### src/rtl/pri_request_latch.sv
// Request latch and grant stage in front of a 16-bit lowest-index priority encoder.
// Latency: request pulse in cycle c -> pending c+1 -> SCAN c+2 -> grant_valid c+3.
// Backpressure: grant_valid/grant_id hold until grant_ready; requests keep latching meanwhile.
module pri_request_latch (
  input  logic        clk,
  input  logic        reset,
  input  logic [15:0] req_in,
  input  logic [15:0] mask_in,
  output logic [15:0] encoder_in,
  output logic        enable,
  input  logic [3:0]  binary_out,
  output logic        grant_valid,
  output logic [3:0]  grant_id,
  input  logic        grant_ready,
  output logic [15:0] pending_out,
  output logic [7:0]  miss_count
);

  typedef enum logic [1:0] {
    S_IDLE  = 2'd0,
    S_SCAN  = 2'd1,
    S_OFFER = 2'd2
  } state_t;

  state_t      state;
  logic [15:0] pending;
  logic [15:0] eligible;
  logic        any_eligible;
  logic [15:0] clr;
  logic        collide;

  assign eligible     = pending & mask_in;
  assign any_eligible = |eligible;
  assign encoder_in   = eligible;
  assign pending_out  = pending;

  // Clear the serviced bit only when SCAN actually captures a grant; an
  // all-zero vector makes the encoder report 15, which must not be cleared.
  always_comb begin
    clr = '0;
    if (state == S_SCAN && any_eligible) begin
      clr[binary_out] = 1'b1;
    end
  end

  // A request is lost when it lands on a bit that is still pending after this cycle's clear.
  assign collide = |(req_in & pending & ~clr);

  // Pending register: set wins over clear, so a re-request on the bit being granted is kept.
  always_ff @(posedge clk) begin
    if (reset) begin
      pending <= '0;
    end else begin
      pending <= (pending & ~clr) | req_in;
    end
  end

  // Saturating count of cycles in which at least one request was lost.
  always_ff @(posedge clk) begin
    if (reset) begin
      miss_count <= '0;
    end else if (collide && miss_count != 8'hFF) begin
      miss_count <= miss_count + 8'd1;
    end
  end

  // Grant FSM with registered enable/grant outputs.
  always_ff @(posedge clk) begin
    if (reset) begin
      state       <= S_IDLE;
      enable      <= 1'b0;
      grant_valid <= 1'b0;
      grant_id    <= '0;
    end else begin
      case (state)
        S_IDLE: begin
          if (any_eligible) begin
            state  <= S_SCAN;
            enable <= 1'b1;
          end
        end
        S_SCAN: begin
          enable <= 1'b0;
          if (any_eligible) begin
            grant_id    <= binary_out;
            grant_valid <= 1'b1;
            state       <= S_OFFER;
          end else begin
            state <= S_IDLE;
          end
        end
        S_OFFER: begin
          if (grant_ready) begin
            grant_valid <= 1'b0;
            if (any_eligible) begin
              state  <= S_SCAN;
              enable <= 1'b1;
            end else begin
              state <= S_IDLE;
            end
          end
        end
        default: begin
          state       <= S_IDLE;
          enable      <= 1'b0;
          grant_valid <= 1'b0;
        end
      endcase
    end
  end

endmodule

### config.mk
export PLATFORM = sky130hd
export DESIGN_NAME = pri_request_latch
export DESIGN_NICKNAME = d
export VERILOG_FILES = /design/src/rtl/pri_request_latch.sv
export SDC_FILE = /design/constraint.sdc
export NUM_CORES = 1
export LEC_CHECK = 0
export ABC_CLOCK_PERIOD_IN_PS = 2900
export CORE_MARGIN = 2
export CORE_UTILIZATION = 36
export CTS_CLUSTER_DIAMETER = 40
export CTS_CLUSTER_SIZE = 30
export DETAILED_ROUTE_END_ITERATION = 7
export PLACE_DENSITY = 0.87
export SYNTH_ARGS = -nofsm -noshare
export SYNTH_HDL_FRONTEND = slang
export SYNTH_SLANG_ARGS = --single-unit
### constraint.sdc
create_clock -name clk -period 2.9 [get_ports clk]
set_input_delay 0.58 -clock clk [delete_from_list [all_inputs] [get_ports clk]]
set_output_delay 0.58 -clock clk [all_outputs]
set_load 0.01 [all_outputs]
### Yosys cells after proc, flatten, opt, wreduce, memory -nomap -nowiden

Cells that the tools add are included.

* input bits: 39
* flip-flop bits (word level): 32
* output and inout bits: 46

* bitwise operators: 7
* multiplexer cells: 14
* reductions and logical operators: 9
* order comparisons: 2
* equal/unequal tests: 6
* add/subtract/negate cells: 1

Operator list (count)
* $and A16 B16 Y16: 4
* $reduce_or A16 Y1: 2
* $mux W16: 1
* $not A16 Y16: 1
* $or A16 B16 Y16: 1
* $add A8 B1 Y8 const B: 1
* $ne A8 B8 Y1 const B: 1
* $mux W1: 6
* $mux W2: 3
* $ne A2 B2 Y1 const B: 3
* $pmux W2 S3: 1
* $lt A4 B5 Y1 const B: 1
* $demux W1 S4: 1
* $ge A4 B1 Y1 const B: 1
* $reduce_and A2 Y1: 2
* $logic_and A1 B1 Y1: 3
* $pmux W1 S3: 1
* $reduce_and A3 Y1: 1
* $eq A2 B1 Y1 const B: 1
* $eq A2 B2 Y1 const B: 1
* $logic_not A2 Y1: 1
* $pmux W1 S2: 1
* $not A1 Y1: 1

### Logic depth before layout (Yosys ltp)

* depth in word-level cells: 9
* gate-level depth with buffers: 10
* mapped depth without buffers: 9

### Worst setup path before layout

OpenSTA, ideal clock, no wires.

* path type: input port to flip-flop
* from: input mask_in[11]
* to: register miss_count[4]
* setup slack: -0.058 ns
* stages on the path: 10
* required time: 2.777 ns
* arrival time: 2.835 ns
* buffers on the path: 1
* library setup time: 0.123 ns
* cell sequence: and2_1 > or4_4 > nor4_4 > buf_6 > nor2_1 > nand4_1 > a32oi_2 > a21oi_4 > nand4_1 > mux2_1

* cells in the longest elaborated chain, start to end: 8

RTL lines
* from (decl): line 8 `input logic [15:0] mask_in,`
* $and A16 B16 Y16: line 32 `assign eligible = pending & mask_in;`
* $reduce_or A16 Y1: line 33 `assign any_eligible = |eligible;`
* $logic_and A1 B1 Y1: line 41 `if (state == S_SCAN && any_eligible) begin`
* $mux W16: line 41
* $not A16 Y16: line 47 `assign collide = |(req_in & pending & ~clr);`
* $and A16 B16 Y16: line 47
* $reduce_or A16 Y1: line 47
* $logic_and A1 B1 Y1: line 62 `end else if (collide && miss_count != 8'hFF) begin`
* to (signal assigned): line 63 `miss_count <= miss_count + 8'd1;`
* to (decl): line 16 `output logic [7:0] miss_count`

Every way passes these cells.
A chain may end at the register's enable or synchronous reset.

### Worst setup path in the final report

* from: input mask_in[13]
* to: register miss_count[4]

The elaborated chain is that of the path after synthesis.

==> metrics.txt <==
cell area after synthesis approximately 1700 sq um; die footprint between 5000 and 6000 sq um; Worst-Skew Late Latency just under 0.3 ns; pre-CTS WS -0.5488 ns; endpoints failing hold 0; crit start category input pin; Area contributors post-synth dfxtp_1, nor2_1, o311ai_0; DP Wirelength 4453 microns; Tot Pwr approximately 1.2 mW; Worst-path clk slew approximately 0.060 ns; area leader, netlist dfxtp_1; most frequent cells in the layout clkdlybuf4s50_1, buf_4, nor2_1, dfxtp_1, a21oi_1; kind of critical path input pin to flop; Seq/Total Area, Yosys roughly 38%; Post-DRT Antenna Nets 0; CP Capture Point miss_count[4]; Post-Place Cells 365; Max H-tree Level 2; Initial Util about two fifths; pwr dens between 400 and 500 nW/um^2; commonest non-fill, non-tap cell in the layout clkdlybuf4s50_1; clock root cell clkbuf_8; setup TNS 0 ns; initial DRC count 227; worst reg2reg path endpoint miss_count[4]; vias per cell 5.421; final setup fails 0; Synth top area share a little under two fifths; CTS tree built; Max FO, Critical Path 6; setup slack after layout between 0.05 and 0.06 ns; vias in the first global route between 2,000 and 2,500; Fin Clk Skew around 0.0071 ns; Hold/Removal Path Class flop to flop; die width 72.60 microns; # hold bufs at CTS 0; Synth async-reset ratio 0%; Vias roughly 2,100; r2r setup slk ~0.080 ns; Final Wtd Congestion roughly 0.93; FF+latch count, synth 32; shortest period the worst path allows roughly 2.8 ns; total wire length roughly 6100 microns; layout cell share with drive strength beyond 1 approximately a quarter; Slew headroom 45.03%; clock buffer depth 2; Die Y 72.60 microns; total track usage a little under a quarter; design area approximately 3100 sq um; first-pass GRT wire length 9763 microns; clock sinks 32; Synth Net Count ~240; final cell count without fillers 387; worst reg2reg path depth 11; kind of end point of the critical path flop; IO buf count between 80 and 90; Yosys warning count 0; crit path DAT 3.02 ns; grt total ovfl 0; core area 4444 sq um; worst-margin pin slew around 0.82 ns; utilization after layout between 60% and 70%; status complete, no violations; Layout Nets approximately 370; row count 24; Hold Slack 0.4677 ns; P_leak ~1.3 nW; post-synth cell types 39; number of synthesized flops with an enable pin 0; crit path launch mask_in[13]; Max Slew Vio Count 0; area of placed instances 2828 sq um; drt wl/cell 15.65 microns; Tcrit/Tclk final a little over nine tenths; Reg-to-Reg Start pending_out[3]; antenna violations before repair 0; Fmax roughly 0.35 GHz; DR pass1 iterations 4; Top Ports 85; VDD IR-drop max between 0.0003 and 0.0004 V; Cells after Synth slightly above 200; CTS buffer count 5; # diodes 0; Max Cap Viol 0; CP required 3.08 ns; DRC 0; largest net degree at the start of global routing 23; syn_area_per_cell ~8.3 sq um; ys flop type dfxtp_1; area grow syn2layout 83.24%
-- final cells by class --
cell class	instances	area (sq um)
tap	52	65.06
inverter	2	7.507
clock buffer	8	90.09
timing repair buffer	130	1194
fill	323	1340
multi-input combinational	163	1107
sequential	32	640.6
-- synthesized netlist by cell type, types with 2 or more instances --
master and number:
a21oi_1 19, and2_1 16, and3_1 2, buf_6 2
clkbuf_1 5, dfxtp_1 32, mux2_1 3, mux2i_1 5
nand2_1 14, nand2b_1 4, nand3_1 5, nand3b_1 2
nand4_1 6, nor2_1 41, nor2b_1 5, o311ai_0 12
o311ai_1 2, or3_1 5, or4_1 2, or4_4 2
xnor2_1 2
-- report_power, final --
part           internal [mW]  total (mW)  leakage [nW]  switching (mW)
sequential             0.474       0.507         0.265          0.0330
combinational          0.225       0.388         0.941           0.163
clock                  0.193       0.354        0.0455           0.160
total                  0.893        1.25          1.25           0.356
-- sequential cells by signal, indices dropped and copies added, names as in the netlist --
signal / flops
enable: 1
grant_id: 4
grant_valid: 1
miss_count: 8
pending_out: 16
state: 2
-- metal layers --
metal	up-vias	GRT usage (%)	wire length [microns]
li1	1003	-	-
met5	-	0	0
met3	10	4.558	579
met4	0	9.053	88
met2	125	43.54	2999
met1	960	26.60	2388
-- what timing repair did --
action	4_1_cts	5_1_grt
cloned	1	0
buffers inserted	14	1
pin swaps	16	13
setup endpoints to repair	8	9
gates resized for setup	47	20
-- cells by family after synthesis --
| family | after synthesis | synth area share (%) |
|---|---|---|
| AO/OA/AOI/OAI | 41 | 17.87 |
| XOR/XNOR | 2 | 1.034 |
| adder cells (fa/ha/maj) | 1 | 0.7384 |
| buffers and inverters | 9 | 2.880 |
| flip-flops | 32 | 37.81 |
| multiplexers | 8 | 4.948 |
| AND/OR/NAND/NOR | 111 | 34.71 |
-- critical path, stage by stage --
cell and delay (ns):
clkdlybuf4s15_1 0.19, and2_4 0.17, or4_4 0.49, nor4_4 0.27, buf_4 0.17, clkbuf_16 0.14, o311ai_1 0.12, nand4_1 0.18
nor4_4 0.08, a21oi_4 0.17, nand4_1 0.14, mux2_4 0.32
-- how the worst min path moves through the flow --
stage                     depth (start not counted)  endpoint  startpoint
final                                             1    enable      enable
after floorplan                                   1    enable      enable
after detailed placement                          1    enable      enable
after global routing                              1    enable      enable
after CTS                                         1    enable      enable
after global placement                            1    enable      enable
(Power assumes the default switching activity.)
